[config.mk]
export PLATFORM = sky130hd
export DESIGN_NAME = chunk_row_burst_flat
export DESIGN_NICKNAME = d
export VERILOG_FILES = /design/src/rtl/chunk_row_burst_pkg.sv /design/src/rtl/chunk_row_burst_if.sv /design/src/rtl/chunk_row_beat_calc.sv /design/src/rtl/chunk_row_burst.sv /design/src/flat_wrapper.sv
export SDC_FILE = /design/constraint.sdc
export NUM_CORES = 1
export LEC_CHECK = 0
export ABC_AREA = 1
export ABC_CLOCK_PERIOD_IN_PS = 2400
export CORE_MARGIN = 3
export CORE_UTILIZATION = 50
export CTS_CLUSTER_SIZE = 40
export DETAILED_ROUTE_END_ITERATION = 10
export PLACE_DENSITY = 0.79
export SETUP_SLACK_MARGIN = 0.2
export SLEW_MARGIN = 20
export SYNTH_ARGS = -nofsm -noshare
export SYNTH_HDL_FRONTEND = slang
export SYNTH_SLANG_ARGS = --single-unit
[constraint.sdc]
create_clock -name i_clk -period 2.4 [get_ports i_clk]
set_input_delay 0.48 -clock i_clk [delete_from_list [all_inputs] [get_ports i_clk]]
set_output_delay 0.48 -clock i_clk [all_outputs]
set_load 0.01 [all_outputs]
[src/rtl/chunk_row_burst_pkg.sv]
// ============================================================================
// Module : chunk_row_burst_pkg
// Brief  : Shared configuration and FSM state encoding for chunk_row_burst.
// Rev    : 1.0 initial release
// ============================================================================
`default_nettype none

package chunk_row_burst_pkg;

  localparam int GLOBAL_ADDR_BW = 32;
  localparam int VSIZE          = 32;

  typedef enum logic [0:0] {
    ST_IDLE = 1'b0,
    ST_RUN  = 1'b1
  } state_t;

endpackage

`default_nettype wire

[src/rtl/chunk_row_burst_if.sv]
// ============================================================================
// Module : chunk_row_burst_if
// Brief  : Row-descriptor input stream and line-beat output stream bundle.
// Rev    : 1.0 initial release
// ============================================================================
`default_nettype none

interface chunk_row_burst_if #(
  parameter int GBW   = 32,
  parameter int VSIZE = 32
);
  localparam int V_BW = $clog2(VSIZE);

  logic            row_rdy;
  logic            row_ack;
  logic [GBW-1:0]  i_row_linear;
  logic [GBW-1:0]  i_row_last;
  logic            i_row_islast;
  logic [V_BW-1:0] i_row_pad;
  logic            i_row_valid;

  logic            line_rdy;
  logic            line_ack;
  logic [GBW-1:0]  o_line_addr;
  logic            o_line_first;
  logic            o_line_last;
  logic            o_line_clast;
  logic [V_BW-1:0] o_line_sofs;
  logic [V_BW-1:0] o_line_eofs;
  logic [V_BW-1:0] o_line_pad;
  logic            o_line_fill;

  modport slave (
    input  row_rdy, i_row_linear, i_row_last, i_row_islast, i_row_pad, i_row_valid,
    output row_ack,
    output line_rdy, o_line_addr, o_line_first, o_line_last, o_line_clast,
    output o_line_sofs, o_line_eofs, o_line_pad, o_line_fill,
    input  line_ack
  );

  modport master (
    output row_rdy, i_row_linear, i_row_last, i_row_islast, i_row_pad, i_row_valid,
    input  row_ack,
    input  line_rdy, o_line_addr, o_line_first, o_line_last, o_line_clast,
    input  o_line_sofs, o_line_eofs, o_line_pad, o_line_fill,
    output line_ack
  );

endinterface

`default_nettype wire

[src/rtl/chunk_row_beat_calc.sv]
// ============================================================================
// Module : chunk_row_beat_calc
// Brief  : Combinational first-beat geometry of a row: line bounds and offsets.
// Rev    : 1.0 initial release
// ============================================================================
`default_nettype none

module chunk_row_beat_calc #(
  parameter int GBW   = 32,
  parameter int VSIZE = 32,
  parameter int V_BW  = $clog2(VSIZE)
) (
  input  logic [GBW-1:0]  i_linear,
  input  logic [GBW-1:0]  i_row_last,
  output logic [GBW-1:0]  o_cur,
  output logic [GBW-1:0]  o_stop,
  output logic [V_BW-1:0] o_sofs,
  output logic [V_BW-1:0] o_end_ofs,
  output logic [V_BW-1:0] o_eofs,
  output logic            o_last
);

  localparam logic [GBW-1:0] c_line_mask = ~(GBW'(VSIZE) - GBW'(1));

  logic [GBW-1:0] w_end;

  // End address wraps modulo 2^GBW; the looper bounds rows so this is benign.
  always_comb begin
    w_end     = i_linear + i_row_last;
    o_cur     = i_linear & c_line_mask;
    o_stop    = w_end & c_line_mask;
    o_sofs    = i_linear[V_BW-1:0];
    o_end_ofs = w_end[V_BW-1:0];
    o_last    = (o_cur == o_stop);
    o_eofs    = o_last ? o_end_ofs : '1;
  end

endmodule

`default_nettype wire

[src/rtl/chunk_row_burst.sv]
// ============================================================================
// Module : chunk_row_burst
// Brief  : Expands accepted row descriptors into VSIZE-aligned line beats.
// Rev    : 1.0 initial release
// ============================================================================
`default_nettype none

module chunk_row_burst #(
  parameter int GBW   = chunk_row_burst_pkg::GLOBAL_ADDR_BW,
  parameter int VSIZE = chunk_row_burst_pkg::VSIZE
) (
  input  logic              i_clk,
  input  logic              i_rst,
  chunk_row_burst_if.slave  bus
);
  import chunk_row_burst_pkg::*;

  localparam int             V_BW    = $clog2(VSIZE);
  localparam logic [GBW-1:0] c_vstep = GBW'(VSIZE);

  state_t          r_state;
  state_t          w_state_nxt;
  logic            w_row_ack;
  logic            w_load;
  logic            w_adv;

  logic            r_line_rdy;
  logic [GBW-1:0]  r_addr;
  logic            r_first;
  logic            r_last;
  logic            r_clast;
  logic [V_BW-1:0] r_sofs;
  logic [V_BW-1:0] r_eofs;
  logic [V_BW-1:0] r_pad;
  logic            r_fill;
  logic [GBW-1:0]  r_stop;
  logic [V_BW-1:0] r_end_ofs;
  logic            r_islast;

  logic [GBW-1:0]  w_cur;
  logic [GBW-1:0]  w_stop;
  logic [V_BW-1:0] w_sofs;
  logic [V_BW-1:0] w_end_ofs;
  logic [V_BW-1:0] w_eofs;
  logic            w_first_last;
  logic [GBW-1:0]  w_addr_inc;
  logic            w_inc_last;

  chunk_row_beat_calc #(
    .GBW   (GBW),
    .VSIZE (VSIZE),
    .V_BW  (V_BW)
  ) u_beat_calc (
    .i_linear   (bus.i_row_linear),
    .i_row_last (bus.i_row_last),
    .o_cur      (w_cur),
    .o_stop     (w_stop),
    .o_sofs     (w_sofs),
    .o_end_ofs  (w_end_ofs),
    .o_eofs     (w_eofs),
    .o_last     (w_first_last)
  );

  assign w_addr_inc = r_addr + c_vstep;
  assign w_inc_last = (w_addr_inc == r_stop);

  always_ff @(posedge i_clk or posedge i_rst) begin
    if (i_rst) begin
      r_state <= ST_IDLE;
    end else begin
      r_state <= w_state_nxt;
    end
  end

  // The last beat's acceptance doubles as the next row's acceptance slot.
  always_comb begin
    w_state_nxt = r_state;
    w_row_ack   = 1'b0;
    w_load      = 1'b0;
    w_adv       = 1'b0;
    case (r_state)
      ST_IDLE: begin
        w_row_ack = 1'b1;
        if (bus.row_rdy) begin
          w_load      = 1'b1;
          w_state_nxt = ST_RUN;
        end
      end
      ST_RUN: begin
        if (bus.line_ack) begin
          if (r_last) begin
            w_row_ack = 1'b1;
            if (bus.row_rdy) begin
              w_load = 1'b1;
            end else begin
              w_state_nxt = ST_IDLE;
            end
          end else begin
            w_adv = 1'b1;
          end
        end
      end
      default: begin
        w_state_nxt = ST_IDLE;
      end
    endcase
  end

  always_ff @(posedge i_clk or posedge i_rst) begin
    if (i_rst) begin
      r_line_rdy <= 1'b0;
      r_addr     <= '0;
      r_first    <= 1'b0;
      r_last     <= 1'b0;
      r_clast    <= 1'b0;
      r_sofs     <= '0;
      r_eofs     <= '0;
      r_pad      <= '0;
      r_fill     <= 1'b0;
      r_stop     <= '0;
      r_end_ofs  <= '0;
      r_islast   <= 1'b0;
    end else if (w_load) begin
      r_line_rdy <= 1'b1;
      r_addr     <= w_cur;
      r_first    <= 1'b1;
      r_last     <= w_first_last;
      r_clast    <= w_first_last & bus.i_row_islast;
      r_sofs     <= w_sofs;
      r_eofs     <= w_eofs;
      r_pad      <= bus.i_row_pad;
      r_fill     <= ~bus.i_row_valid;
      r_stop     <= w_stop;
      r_end_ofs  <= w_end_ofs;
      r_islast   <= bus.i_row_islast;
    end else if (w_adv) begin
      r_addr     <= w_addr_inc;
      r_first    <= 1'b0;
      r_last     <= w_inc_last;
      r_clast    <= w_inc_last & r_islast;
      r_sofs     <= '0;
      r_eofs     <= w_inc_last ? r_end_ofs : '1;
      r_pad      <= '0;
    end else if ((r_state == ST_RUN) && bus.line_ack && r_last) begin
      r_line_rdy <= 1'b0;
    end
  end

  assign bus.row_ack      = w_row_ack;
  assign bus.line_rdy     = r_line_rdy;
  assign bus.o_line_addr  = r_addr;
  assign bus.o_line_first = r_first;
  assign bus.o_line_last  = r_last;
  assign bus.o_line_clast = r_clast;
  assign bus.o_line_sofs  = r_sofs;
  assign bus.o_line_eofs  = r_eofs;
  assign bus.o_line_pad   = r_pad;
  assign bus.o_line_fill  = r_fill;

endmodule

`default_nettype wire
[src/flat_wrapper.sv]
// flat-port wrapper written by rule: the top's interface ports become plain ports
module chunk_row_burst_flat import chunk_row_burst_pkg::*;
#(
  parameter int GBW   = chunk_row_burst_pkg::GLOBAL_ADDR_BW,
  parameter int VSIZE = chunk_row_burst_pkg::VSIZE
)
  (i_clk, i_rst, bus_row_rdy, bus_i_row_linear, bus_i_row_last, bus_i_row_islast, bus_i_row_pad, bus_i_row_valid, bus_row_ack, bus_line_rdy, bus_o_line_addr, bus_o_line_first, bus_o_line_last, bus_o_line_clast, bus_o_line_sofs, bus_o_line_eofs, bus_o_line_pad, bus_o_line_fill, bus_line_ack);
  chunk_row_burst_if #(.GBW(GBW), .VSIZE(VSIZE)) bus_i ();
  input  logic i_clk;
  input  logic i_rst;
  input wire logic [$bits(bus_i.row_rdy)-1:0] bus_row_rdy;
  input wire logic [$bits(bus_i.i_row_linear)-1:0] bus_i_row_linear;
  input wire logic [$bits(bus_i.i_row_last)-1:0] bus_i_row_last;
  input wire logic [$bits(bus_i.i_row_islast)-1:0] bus_i_row_islast;
  input wire logic [$bits(bus_i.i_row_pad)-1:0] bus_i_row_pad;
  input wire logic [$bits(bus_i.i_row_valid)-1:0] bus_i_row_valid;
  output wire logic [$bits(bus_i.row_ack)-1:0] bus_row_ack;
  output wire logic [$bits(bus_i.line_rdy)-1:0] bus_line_rdy;
  output wire logic [$bits(bus_i.o_line_addr)-1:0] bus_o_line_addr;
  output wire logic [$bits(bus_i.o_line_first)-1:0] bus_o_line_first;
  output wire logic [$bits(bus_i.o_line_last)-1:0] bus_o_line_last;
  output wire logic [$bits(bus_i.o_line_clast)-1:0] bus_o_line_clast;
  output wire logic [$bits(bus_i.o_line_sofs)-1:0] bus_o_line_sofs;
  output wire logic [$bits(bus_i.o_line_eofs)-1:0] bus_o_line_eofs;
  output wire logic [$bits(bus_i.o_line_pad)-1:0] bus_o_line_pad;
  output wire logic [$bits(bus_i.o_line_fill)-1:0] bus_o_line_fill;
  input wire logic [$bits(bus_i.line_ack)-1:0] bus_line_ack;
  assign bus_i.row_rdy = bus_row_rdy;
  assign bus_i.i_row_linear = bus_i_row_linear;
  assign bus_i.i_row_last = bus_i_row_last;
  assign bus_i.i_row_islast = bus_i_row_islast;
  assign bus_i.i_row_pad = bus_i_row_pad;
  assign bus_i.i_row_valid = bus_i_row_valid;
  assign bus_row_ack = bus_i.row_ack;
  assign bus_line_rdy = bus_i.line_rdy;
  assign bus_o_line_addr = bus_i.o_line_addr;
  assign bus_o_line_first = bus_i.o_line_first;
  assign bus_o_line_last = bus_i.o_line_last;
  assign bus_o_line_clast = bus_i.o_line_clast;
  assign bus_o_line_sofs = bus_i.o_line_sofs;
  assign bus_o_line_eofs = bus_i.o_line_eofs;
  assign bus_o_line_pad = bus_i.o_line_pad;
  assign bus_o_line_fill = bus_i.o_line_fill;
  assign bus_i.line_ack = bus_line_ack;
  chunk_row_burst #(.GBW(GBW), .VSIZE(VSIZE)) u_core (.i_clk(i_clk), .i_rst(i_rst), .bus(bus_i));
endmodule
==> impl_metrics.ini <==
[cts]
cts_inserted_buffers = 9
cts.sinks = 81
path_clk_slew_ns = 0.07
cts_tree = built
max-clock-path-buffers = 2
hold_buffers = 0
insertion_delay_ns = 0.35
htreeDepth = 3
ctsRootBufferMaster = clkbuf_16

[power]
p_per_area_mw_per_mm2 = 716.2
p_leak_nw = 6.211
ir_drop_mv = 0.4515

[sta]
rsz0062_at_grt = true
final-setup-viol-count = 7
min_period_ns = 2.751
fmax_ghz = 0.3635
holdWs_ns = 0.3681
period_share_pct = 114.6
finClkSkew_ns = 0.01162
maxSlewViolCount = 0
fin_ws_ns = -0.3512
hold_violations = 0

[finish]
area_delta_synth_final_pct = 60.11
nets = 1653
layout-drive-gt1-share_pct = 34.13
fillers = 849
final_common_cell = nand2_1
instances_no_fill = 1730
finalCoreUtilization_pct = 83.84
insertedDiodeCount = 0
final_cell_mix = nand2_1 (361), buf_4 (194), inv_1 (181)

[setup_path]
max_stage_delay_ns = 0.45
worstPathRequired_ns = 2.65
cp_common_cell = nand2_1
cpLargestDelayFamily = simple AND/OR/NAND/NOR gates
crit_slowest_cell = clkdlybuf4s50_1
critical_path_class = in2reg
cp_max_fo = 7
cp_cell_sequence = clkdlybuf4s50_1 -> ha_1 -> inv_1 -> nor3_2 -> nand2_1 -> nor2_1 -> nand2_2 -> nand2_1 -> nand2_1 -> nand3_1 -> nand2_1 -> inv_1 -> nand2_1 -> nor2_2 -> buf_6 -> nand4_1 -> nand3_1 -> nand2_1
startpoint_type = input port
cp-end-kind = flop
crit_arrival_ns = 3.00
path_buf_inv = 4

[die]
rows = 43
core-area_mm2 = 0.01420
die_w_um = 128.0
num_io_pins = 128
initial_utilization_pct = 52.36
die_y_um = 128.0
die_area_mm2 = 0.01637

[yosys]
syn_inst = 1214
yosys_warnings = 0
yosysTopAreaCell = dfrtp_1
seq_area_frac_synth_pct = 27.25
synth_top_area_share_pct = 27.25
yosys-top-cells-area = dfrtp_1 (27%), nand2_1 (24%), inv_1 (10%)
synthArstFlopShare_pct = 100.0
synth_edf_count = 0
synthFlopType = dfrtp_1
synth_cell_types = 39
ys_seq_elements = 81
syn_area_per_cell_um2 = 6.126
synth_area_mm2 = 0.007437

[global_routing]
gr-total-overflow = 0
grt_pass1_wl_um = 46460
grt_start_max_net_pins = 47
antenna_found_initial = 0
grt_pass1_vias = 9270
grtUsageTotal_pct = 35.85

[worst_hold_path]
worstHoldPathType = in2reg

[placed_design]
place_congestion = 0.9924
placed_cells = 1670
dp_hpwl_um = 20960
place.port_buffers = 122

[route]
dr.pass1.iters = 9
wire_per_inst_um = 18.86
drtIter0Drc = 1432
post_drt_via_cell_ratio = 5.842
ant_nets = 0
via_count = 10110
drc = 0
wirelength_um = 32620

[job]
max_cap_viol_count = 0

[outcome]
outcome = complete, but fails checks
violations = negative setup slack
-- flip-flops by register name, indices dropped and copies added, names as in the netlist, 5 cells and up --
name and cells:
u_core.bus.o_line_eofs 5, u_core.bus.o_line_pad 5, u_core.r_end_ofs 5, u_core.bus.o_line_sofs 5, u_core.r_stop 27, u_core.bus.o_line_addr 27
-- cell type report --
type	count	area (µm²)	area share (%)
clock buffer	9	225.2	1.891
timing repair buffer	339	2790	23.43
tap	180	225.2	1.891
clock inverter	7	83.83	0.7040
inverter	206	782.0	6.567
sequential	81	2027	17.02
multi-input combinational	908	5774	48.49
-- metrics by stage --
| step | setup slack [ns] | cell area [µm²] | TNS, ns | total power, W |
|---|---|---|---|---|
| floorplan | 0.0002194 | 7498 | 0 | 0.004407 |
| global placement | -0.7942 | 10160 | -9.418 | 0.006134 |
| detailed placement | -0.8114 | 10160 | -10.15 | 0.006256 |
| CTS | -0.1918 | 11590 | -1.037 | 0.008122 |
| global route | -0.3657 | 11910 | -2.362 | 0.009042 |
| finish | -0.3512 | 11910 | -2.100 | 0.008528 |
-- routing by layer --
metal / track usage, % / vias to the layer above / part of all wire (%)
met5: 0 / - / 0
met2: 57.39 / 818 / 45
met1: 48.01 / 4567 / 37
li1: - / 4477 / -
met3: 5.625 / 244 / 11
met4: 15.86 / 0 / 7.2
-- cells in the mapped netlist, types with 8 or more instances --
cell type / n
nand3b_1: 11
nor2_1: 103
dfrtp_1: 81
a21oi_1: 22
inv_1: 199
a22o_1: 9
o221ai_1: 21
ha_1: 32
o21ai_0: 29
nand2_1: 473
xor2_1: 21
nand4_1: 19
nand3_1: 109
xnor2_1: 8
clkbuf_1: 17
-- worst paths after layout --
kind                                                       start                                     to  slack, ns  cells past startpoint
min in group asynchronous                                  i_rst  u_core.bus.o_line_addr[5]$_DFFE_PP0P_       0.46                      2
setup reg to reg           u_core.bus.o_line_addr[5]$_DFFE_PP0P_  u_core.bus.o_line_eofs[0]$_DFFE_PP0P_      -0.23                     16
hold / removal                               bus_i_row_linear[0]  u_core.bus.o_line_sofs[0]$_DFFE_PP0P_       0.37                      2
hold reg to reg              u_core.bus.o_line_first$_DFFE_PP0P_    u_core.bus.o_line_first$_DFFE_PP0P_       0.49                      2
max in group asynchronous                                  i_rst  u_core.bus.o_line_sofs[2]$_DFFE_PP0P_       1.43                      3
setup / recovery                            bus_i_row_linear[29]  u_core.bus.o_line_eofs[2]$_DFFE_PP0P_      -0.35                     18
-- repair_timing --
action                                  CTS  global route
endpoints found under the setup margin   22            13
pin swaps                               116            78
setup buffers                            33            11
gates resized for setup                 342           143
-- logic make-up after synthesis --
group / Yosys count / share of synthesized area, %
xor+xnor: 34 / 4.946
other cells: 1 / 0.05042
buf+inv: 229 / 11.86
simple gates: 737 / 41.57
flops: 81 / 27.25
fa+ha+maj: 33 / 5.653
compound gates: 99 / 8.664
-- where the power goes --
part	internal (W)	leakage (nW)	switching [W]
combinational	0.00224	5.06	0.00250
clock	0.000827	0.149	0.000641
sequential	0.00188	1.00	0.000446
total	0.00494	6.21	0.00358
Power figures use the tool's default switching activity.
